File: src/rtl/seq_pkg.sv
// Shared definitions for the serial pattern transmitter.
//   state_t / ST_*  : FSM encoding (IDLE, SHIFT, GAP)
//   FRAME_CNT_W     : width of the frame counter and repeat_cnt
//   len_w()         : width of the len port for a given MAX_LEN
package seq_pkg;

   typedef logic [1:0] state_t;

   localparam state_t ST_IDLE  = 2'd0;
   localparam state_t ST_SHIFT = 2'd1;
   localparam state_t ST_GAP   = 2'd2;

   localparam int FRAME_CNT_W = 8;

   function automatic int len_w(input int max_len);
      return $clog2(max_len + 1);
   endfunction

endpackage

File: src/rtl/seq_bit_timer.sv
// Bit-period timer for seq_pattern_tx.
//   clk, rst  : clock, synchronous active-high reset
//   clear     : restart at the first cycle of a new transfer (accept)
//   en        : transmitter is active (SHIFT or GAP)
//   halt      : the bit now ending is the last one of the transfer
//   bit_tick  : registered pulse on the first cycle of every bit period
//   bit_end   : combinational strobe on the last cycle of a bit period
module seq_bit_timer #(
   parameter int BIT_CYCLES = 500000
) (
   input  logic clk,
   input  logic rst,
   input  logic clear,
   input  logic en,
   input  logic halt,
   output logic bit_tick,
   output logic bit_end
);

   localparam int CW = (BIT_CYCLES > 1) ? $clog2(BIT_CYCLES) : 1;
   localparam logic [CW-1:0] LAST = CW'(BIT_CYCLES - 1);

   logic [CW-1:0] cnt;

   assign bit_end = en && (cnt == LAST);

   // NOTE: sequential state uses non-blocking (<=) so every register samples
   // pre-edge values; blocking here would create order-dependent simulation.
   always_ff @(posedge clk) begin
      if (rst) begin
         cnt      <= '0;
         bit_tick <= 1'b0;
      end else if (clear) begin
         cnt      <= '0;
         bit_tick <= 1'b1;
      end else if (en) begin
         cnt      <= bit_end ? '0 : cnt + CW'(1);
         // No tick for a period that will never start (transfer ending).
         bit_tick <= bit_end && !halt;
      end else begin
         cnt      <= '0;
         bit_tick <= 1'b0;
      end
   end

endmodule

File: src/rtl/seq_pattern_tx.sv
// Programmable serial pattern transmitter.
// Shifts a latched pattern out MSB-first, one bit per BIT_CYCLES clocks,
// repeating frames with an optional forced-low gap between them.
//   clk, rst                 : clock, synchronous active-high reset
//   start_valid/start_ready  : accept handshake (ready only in IDLE)
//   pattern, len, repeat_cnt : transfer description, latched at accept
//   stop                     : end after the current frame (sticky)
//   seq, seq_valid           : serial bit and its qualifier
//   bit_tick                 : first cycle of every bit period
//   frame_start              : first cycle of every frame
//   busy, done               : transfer in progress / completion pulse
module seq_pattern_tx
   import seq_pkg::*;
#(
   parameter int MAX_LEN    = 16,
   parameter int BIT_CYCLES = 500000,
   parameter int GAP_BITS   = 0
) (
   input  logic                     clk,
   input  logic                     rst,
   input  logic                     start_valid,
   output logic                     start_ready,
   input  logic [MAX_LEN-1:0]       pattern,
   input  logic [len_w(MAX_LEN)-1:0] len,
   input  logic [FRAME_CNT_W-1:0]   repeat_cnt,
   input  logic                     stop,
   output logic                     seq,
   output logic                     seq_valid,
   output logic                     bit_tick,
   output logic                     frame_start,
   output logic                     busy,
   output logic                     done
);

   localparam int LEN_W = len_w(MAX_LEN);
   localparam logic [LEN_W-1:0] MAX_LEN_L = LEN_W'(MAX_LEN);
   localparam int GW = (GAP_BITS > 1) ? $clog2(GAP_BITS) : 1;
   localparam logic [GW-1:0] GAP_LAST = GW'((GAP_BITS > 0) ? GAP_BITS - 1 : 0);

   state_t                 state;
   logic [MAX_LEN-1:0]     pat_q;     // pattern left-aligned: first bit at MSB
   logic [MAX_LEN-1:0]     sh_q;      // remaining bits of the current frame
   logic [LEN_W-1:0]       len_q;
   logic [LEN_W-1:0]       bit_idx;
   logic [FRAME_CNT_W-1:0] rep_q;
   logic [FRAME_CNT_W-1:0] frame_cnt;
   logic [GW-1:0]          gap_cnt;
   logic                   stop_q;

   logic                   accept;
   logic [LEN_W-1:0]       len_eff;
   logic [MAX_LEN-1:0]     pat_align;
   logic                   stop_now;
   logic                   frame_last;
   logic                   gap_last;
   logic                   halt;
   logic                   bit_end;

   assign start_ready = (state == ST_IDLE);

   // NOTE: every always_comb output gets a default before any branch, so no
   // path leaves a value unassigned and no latch is inferred.
   always_comb begin
      accept     = start_valid && start_ready;
      len_eff    = (len > MAX_LEN_L) ? MAX_LEN_L : len;
      pat_align  = pattern << (MAX_LEN_L - len_eff);
      stop_now   = stop_q || stop;
      frame_last = (rep_q != '0) && (frame_cnt == rep_q);
      gap_last   = (gap_cnt == GAP_LAST);
      halt       = 1'b0;
      if (bit_end) begin
         if (state == ST_SHIFT && bit_idx == '0) begin
            halt = stop_now || frame_last;
         end else if (state == ST_GAP && gap_last) begin
            halt = stop_now;
         end
      end
   end

   seq_bit_timer #(
      .BIT_CYCLES(BIT_CYCLES)
   ) u_timer (
      .clk      (clk),
      .rst      (rst),
      .clear    (accept && (len_eff != '0)),
      .en       (state != ST_IDLE),
      .halt     (halt),
      .bit_tick (bit_tick),
      .bit_end  (bit_end)
   );

   always_ff @(posedge clk) begin
      if (rst) begin
         state       <= ST_IDLE;
         pat_q       <= '0;
         sh_q        <= '0;
         len_q       <= '0;
         bit_idx     <= '0;
         rep_q       <= '0;
         frame_cnt   <= '0;
         gap_cnt     <= '0;
         stop_q      <= 1'b0;
         seq         <= 1'b0;
         seq_valid   <= 1'b0;
         frame_start <= 1'b0;
         busy        <= 1'b0;
         done        <= 1'b0;
      end else begin
         frame_start <= 1'b0;
         done        <= 1'b0;
         if (state != ST_IDLE && stop) begin
            stop_q <= 1'b1;
         end

         case (state)
            ST_IDLE: begin
               if (accept) begin
                  if (len_eff == '0) begin
                     done <= 1'b1;
                  end else begin
                     state       <= ST_SHIFT;
                     pat_q       <= pat_align;
                     sh_q        <= pat_align << 1;
                     seq         <= pat_align[MAX_LEN-1];
                     seq_valid   <= 1'b1;
                     len_q       <= len_eff;
                     bit_idx     <= len_eff - LEN_W'(1);
                     rep_q       <= repeat_cnt;
                     frame_cnt   <= FRAME_CNT_W'(1);
                     frame_start <= 1'b1;
                     busy        <= 1'b1;
                     stop_q      <= 1'b0;
                  end
               end
            end

            ST_SHIFT, ST_GAP: begin
               if (bit_end) begin
                  if (halt) begin
                     state     <= ST_IDLE;
                     seq       <= 1'b0;
                     seq_valid <= 1'b0;
                     busy      <= 1'b0;
                     done      <= 1'b1;
                     stop_q    <= 1'b0;
                  end else if (state == ST_SHIFT && bit_idx != '0) begin
                     bit_idx <= bit_idx - LEN_W'(1);
                     seq     <= sh_q[MAX_LEN-1];
                     sh_q    <= sh_q << 1;
                  end else if (state == ST_SHIFT && GAP_BITS > 0) begin
                     state     <= ST_GAP;
                     gap_cnt   <= '0;
                     seq       <= 1'b0;
                     seq_valid <= 1'b0;
                  end else if (state == ST_GAP && !gap_last) begin
                     gap_cnt <= gap_cnt + GW'(1);
                  end else begin
                     // New frame: end of a frame without gap, or end of gap.
                     state       <= ST_SHIFT;
                     sh_q        <= pat_q << 1;
                     seq         <= pat_q[MAX_LEN-1];
                     seq_valid   <= 1'b1;
                     bit_idx     <= len_q - LEN_W'(1);
                     frame_start <= 1'b1;
                     if (frame_cnt != '1) begin
                        frame_cnt <= frame_cnt + FRAME_CNT_W'(1);
                     end
                  end
               end
            end

            default: state <= ST_IDLE;
         endcase
      end
   end

endmodule

File: config.mk
export PLATFORM = sky130hd
export DESIGN_NAME = seq_pattern_tx
export DESIGN_NICKNAME = d
export VERILOG_FILES = /design/src/rtl/seq_pkg.sv /design/src/rtl/seq_bit_timer.sv /design/src/rtl/seq_pattern_tx.sv
export SDC_FILE = /design/constraint.sdc
export NUM_CORES = 1
export LEC_CHECK = 0
export BUFFER_PORTS_ARGS = -buffer_cell sky130_fd_sc_hd__buf_2
export CAP_MARGIN = 20
export CORE_MARGIN = 2
export CORE_UTILIZATION = 54
export DETAILED_ROUTE_END_ITERATION = 10
export PLACE_DENSITY = 0.76
export SLEW_MARGIN = 20
export SYNTH_ARGS = -nofsm -noshare
export SYNTH_HDL_FRONTEND = slang
export SYNTH_SLANG_ARGS = --single-unit
export TNS_END_PERCENT = 10
File: constraint.sdc
create_clock -name clk -period 2.5 [get_ports clk]
set_clock_uncertainty 0.15 [all_clocks]
set_input_delay 0 -clock clk [delete_from_list [all_inputs] [get_ports clk]]
set_output_delay 0 -clock clk [all_outputs]
set_load 0.005 [all_outputs]
==> Implementation_results.wiki <==
{| class="wikitable"
! Metric !! Value
|-
| Run status || completed
|-
| Number of port buffers || 39
|-
| Library cell with the largest summed area after synthesis || sky130_fd_sc_hd__dfxtp_1
|-
| Clock transition at the register clock pins on the worst setup and hold paths after CTS || 90 ps
|-
| Relative slew margins || 67.0%
|-
| Nature of the critical path endpoint || flip-flop
|-
| Die boundary width || 95.5 um
|-
| Area share of the largest cell type after synthesis || 36.8%
|-
| Data required, critical path || 2630 ps
|-
| Synthesized flop and latch total || 83
|-
| Share of synthesized area spent on multiplexers || 9.86%
|-
| Share of final-layout standard cells stronger than drive strength 1 || 20.5%
|-
| Remaining global-route overflow || 0
|-
| Crit share post-route || 95.1%
|-
| Simple logic cell fraction of the synthesized area || 25.3%
|-
| Worst vdd ir || 0.324 mV
|-
| Critical Path Source Type || flip-flop
|-
| Shortest period the worst path allows || 2380 ps
|-
| Count of flip-flops with a built-in enable after synthesis || 0
|-
| Post-Synthesis Mean Instance Area || 8.10 um^2
|-
| Number of distinct library cell variants in the gate-level netlist after synthesis || 62
|-
| Placed wire-length estimate || 8.48 mm
|-
| Number of sinks driven by the clock tree || 83
|-
| Largest fanout on the critical path || 13
|-
| WL/cell || 15.9 um
|-
| Clock tree buffer depth || 2
|-
| Area contributors post-synth || sky130_fd_sc_hd__dfxtp_1 37%, sky130_fd_sc_hd__nand2_1 8.0%, sky130_fd_sc_hd__nor2_1 6.3%
|-
| Worst-case hold slack || 35.8 ps
|-
| Antenna violations before repair || 0
|-
| First-pass GRT wire length || 19.5 mm
|-
| Transition time at the pin with the least slew margin || 481 ps
|-
| Max Fclk || 0.421 GHz
|-
| Number of global-route vias before repair || 4,163
|-
| H-tree depth reported by CTS || 3
|-
| Synth Area in Compound Gates || 16.9%
|-
| Startpoint-to-endpoint class of the critical path || flip-flop to flip-flop
|-
| Count of endpoints failing setup in the final report || 0
|-
| Clock tree from TritonCTS || built
|-
| Fraction of the mapped netlist area in adder cells || 1.38%
|-
| Total die area || 0.00911 mm^2
|-
| Xor/xnor cell area share of the yosys netlist || 5.82%
|-
| Final antenna diode count || 0
|-
| Worst hold path class || primary input to flip-flop
|-
| Placeable core area || 0.00818 mm^2
|-
| Number of rows in the core area || 33
|-
| Clk_lat worst skew || 360 ps
|-
| Final Max Slew Viols || 0
|-
| CP arrival || 2510 ps
|-
| Proportion of synthesized chip area in sequential cells || 36.8%
|-
| Via count || 4,409
|-
| Met3 Usage GRT || 6.56%
|-
| Number of CTS-inserted buffers || 9
|-
| Growth of design area from synthesis to finish || 21.4%
|-
| Met1 Usage GRT || 35.6%
|-
| Count of nets after finishing || 677
|-
| Highest-utilization routing layer at the global route stage || met2
|-
| Power density cells || 572 mW/mm^2
|-
| Async S/R FF share, synth || 0%
|-
| IO Pins || 40
|-
| First-pass iteration count of the detailed router || 5
|-
| Starting density of the core || 55.3%
|-
| Via density per instance || 5.89
|-
| Combinational family with the most area after synthesis || simple AND/OR/NAND/NOR gates
|-
| Final Routed Wirelength || 11.9 mm
|-
| Post-route antenna net violation count || 0
|-
| Main flop type after synthesis || sky130_fd_sc_hd__dfxtp_1
|-
| Root Driver || sky130_fd_sc_hd__clkbuf_8
|-
| GRT Overall Usage || 27.5%
|-
| Post-route DRC || 0
|-
| Number of hold-slack violations in the final timing report || 0
|-
| Mapped cell area || 0.00452 mm^2
|-
| Fraction of the core area covered by cells at the end of the flow || 67.1%
|-
| Vertical die dimension || 95.5 um
|-
| Synth warn || 0
|-
| Static power due to leakage || 2.11 nW
|-
| Setup repair after global routing missed its margin || true
|-
| MaxCap Viol Count || 0
|-
| Global Route met2 Usage || 45.7%
|-
| Last weighted congestion value of the routability-driven placer || 0.914
|-
| Net count of the mapped netlist || 596
|-
| Initial drt markers || 277
|-
| Maximum number of pins on one net before global-route repair || 36
|-
| Cells after Synth || 558
|}
==> cells by family after synthesis <==
kind of cell             count (synthesis)
AND/OR/NAND/NOR                        252
AO/OA/AOI/OAI                          115
flip-flops                              83
buffers and inverters                   40
multiplexers                            33
XOR/XNOR                                30
adder cells (fa/ha/maj)                  5
==> worst max-delay path, cell delays in order (launching register included) <==
cell and delay, ps:
sky130_fd_sc_hd__dfxtp_1 360, sky130_fd_sc_hd__nor4bb_1 410, sky130_fd_sc_hd__nor4bb_1 320, sky130_fd_sc_hd__buf_4 160
sky130_fd_sc_hd__nand4_1 160, sky130_fd_sc_hd__o21ai_4 320, sky130_fd_sc_hd__buf_12 180, sky130_fd_sc_hd__a211oi_1 60
sky130_fd_sc_hd__nor3_1 180
==> repair_timing <==
| action | 4_1_cts | 5_1_grt |
|---|---|---|
| endpoints found under the hold margin | 34 | 0 |
| setup buffers | 0 | 2 |
| endpoints found under the setup margin | 7 | 28 |
| hold buffers | 16 | 0 |
| gates resized for setup | 1 | 8 |
| pin swaps | 0 | 1 |
| gates cloned | 0 | 0 |
==> layout by cell type, fill, tap and decap left out, types with 3 or more instances in the layout <==
master                          count
sky130_fd_sc_hd__nor3_1            15
sky130_fd_sc_hd__clkinv_4           3
sky130_fd_sc_hd__ha_1               3
sky130_fd_sc_hd__nand2b_1           3
sky130_fd_sc_hd__nand3_1           13
sky130_fd_sc_hd__dlygate4sd3_1     16
sky130_fd_sc_hd__or3_1              5
sky130_fd_sc_hd__a31oi_1            3
sky130_fd_sc_hd__nand2_1           95
sky130_fd_sc_hd__clkinv_2           3
sky130_fd_sc_hd__nand4_1           12
sky130_fd_sc_hd__o21a_1             3
sky130_fd_sc_hd__buf_2             39
sky130_fd_sc_hd__clkbuf_8           9
sky130_fd_sc_hd__a211oi_1          12
sky130_fd_sc_hd__mux2i_1           21
sky130_fd_sc_hd__o21ai_0           11
sky130_fd_sc_hd__xnor2_1           13
sky130_fd_sc_hd__nor4_1             5
sky130_fd_sc_hd__a21oi_1           42
sky130_fd_sc_hd__buf_4             43
sky130_fd_sc_hd__a221oi_1           6
sky130_fd_sc_hd__nor2b_1            4
sky130_fd_sc_hd__inv_1              7
sky130_fd_sc_hd__mux4_2             9
sky130_fd_sc_hd__nor2_1            76
sky130_fd_sc_hd__or4_1              3
sky130_fd_sc_hd__and3_1             4
sky130_fd_sc_hd__dfxtp_1           83
sky130_fd_sc_hd__o31ai_1            3
sky130_fd_sc_hd__buf_12             3
sky130_fd_sc_hd__o22ai_1            4
sky130_fd_sc_hd__a22oi_1            8
sky130_fd_sc_hd__xor2_1            16
==> Yosys cell counts (all sizes together) (2+ instances only) <==
master	count
a22oi	8
or2	2
mux2i	22
xnor2	14
a211oi	12
and4	2
nand2b	3
nand2	96
o32ai	2
xor2	16
nor3	16
nor4bb	2
buf	11
dfxtp	83
a221oi	7
o211ai	2
inv	8
nand4	12
o31ai	3
clkbuf	20
a31oi	3
o2111ai	2
a21oi	43
or3	5
mux4	9
o41ai	2
nand3	13
ha	5
mux2	2
and2	2
nor2b	5
nor2	77
or4	4
nor4	6
o21a	3
and3	4
o21ai	13
o22ai	4
==> report_power, final <==
part	switching, mW	leakage (nW)	total [mW]	internal, mW
Clock	0.529	0.0953	0.899	0.370
Combinational	0.450	1.34	0.807	0.358
Sequential	0.0452	0.676	1.43	1.39
Total	1.02	2.11	3.14	2.11
==> routing by layer <==
metal,up-vias,wire length [um]
met1,2099,5380
met4,0,107
li1,2169,-
met5,-,0
met3,10,596
met2,131,5800
==> worst paths after layout <==
kind              startpoint   endpoint  slack, ps  cells past startpoint
max          u_timer.cnt[18]   sh_q[13]        120                      8
min                   len[4]   len_q[0]         40                      5
max reg2reg  u_timer.cnt[18]   sh_q[13]        120                      8
min reg2reg        pat_q[12]  pat_q[12]        300                      2
==> stage by stage <==
| step | total power, mW | area [um^2] | instances | TNS (ps) | setup slack, ps |
|---|---|---|---|---|---|
| 6_report | 3.14 | 5490 | 749 | 0 | 123 |
| 5_1_grt | 3.29 | 5490 | 749 | -7.90 | -3.63 |
| 4_1_cts | 3.13 | 5440 | 747 | 0 | 27.3 |
| 3_5_place_dp | 2.22 | 5090 | 715 | -72.1 | -48.8 |
| 3_3_place_gp | 2.21 | 5090 | 715 | 0 | 40.1 |
| 2_1_floorplan | 1.95 | 4550 | 558 | -14.7 | -14.7 |
==> state kept, by name, summed over array words and instances (netlist names), 5 cells and up <==
register	flops
pat_q	16
len_q	5
frame_cnt	8
u_timer.cnt	19
bit_idx	5
sh_q	15
rep_q	8
==> cell type report <==
class | count | area (um^2)
timing repair buffer | 101 | 738
multi-input combinational | 435 | 2740
tap | 105 | 131
clock buffer | 9 | 124
clock inverter | 7 | 52.6
sequential | 83 | 1660
fill | 676 | 2690
inverter | 9 | 41.3
Power figures use the tool's default switching activity.
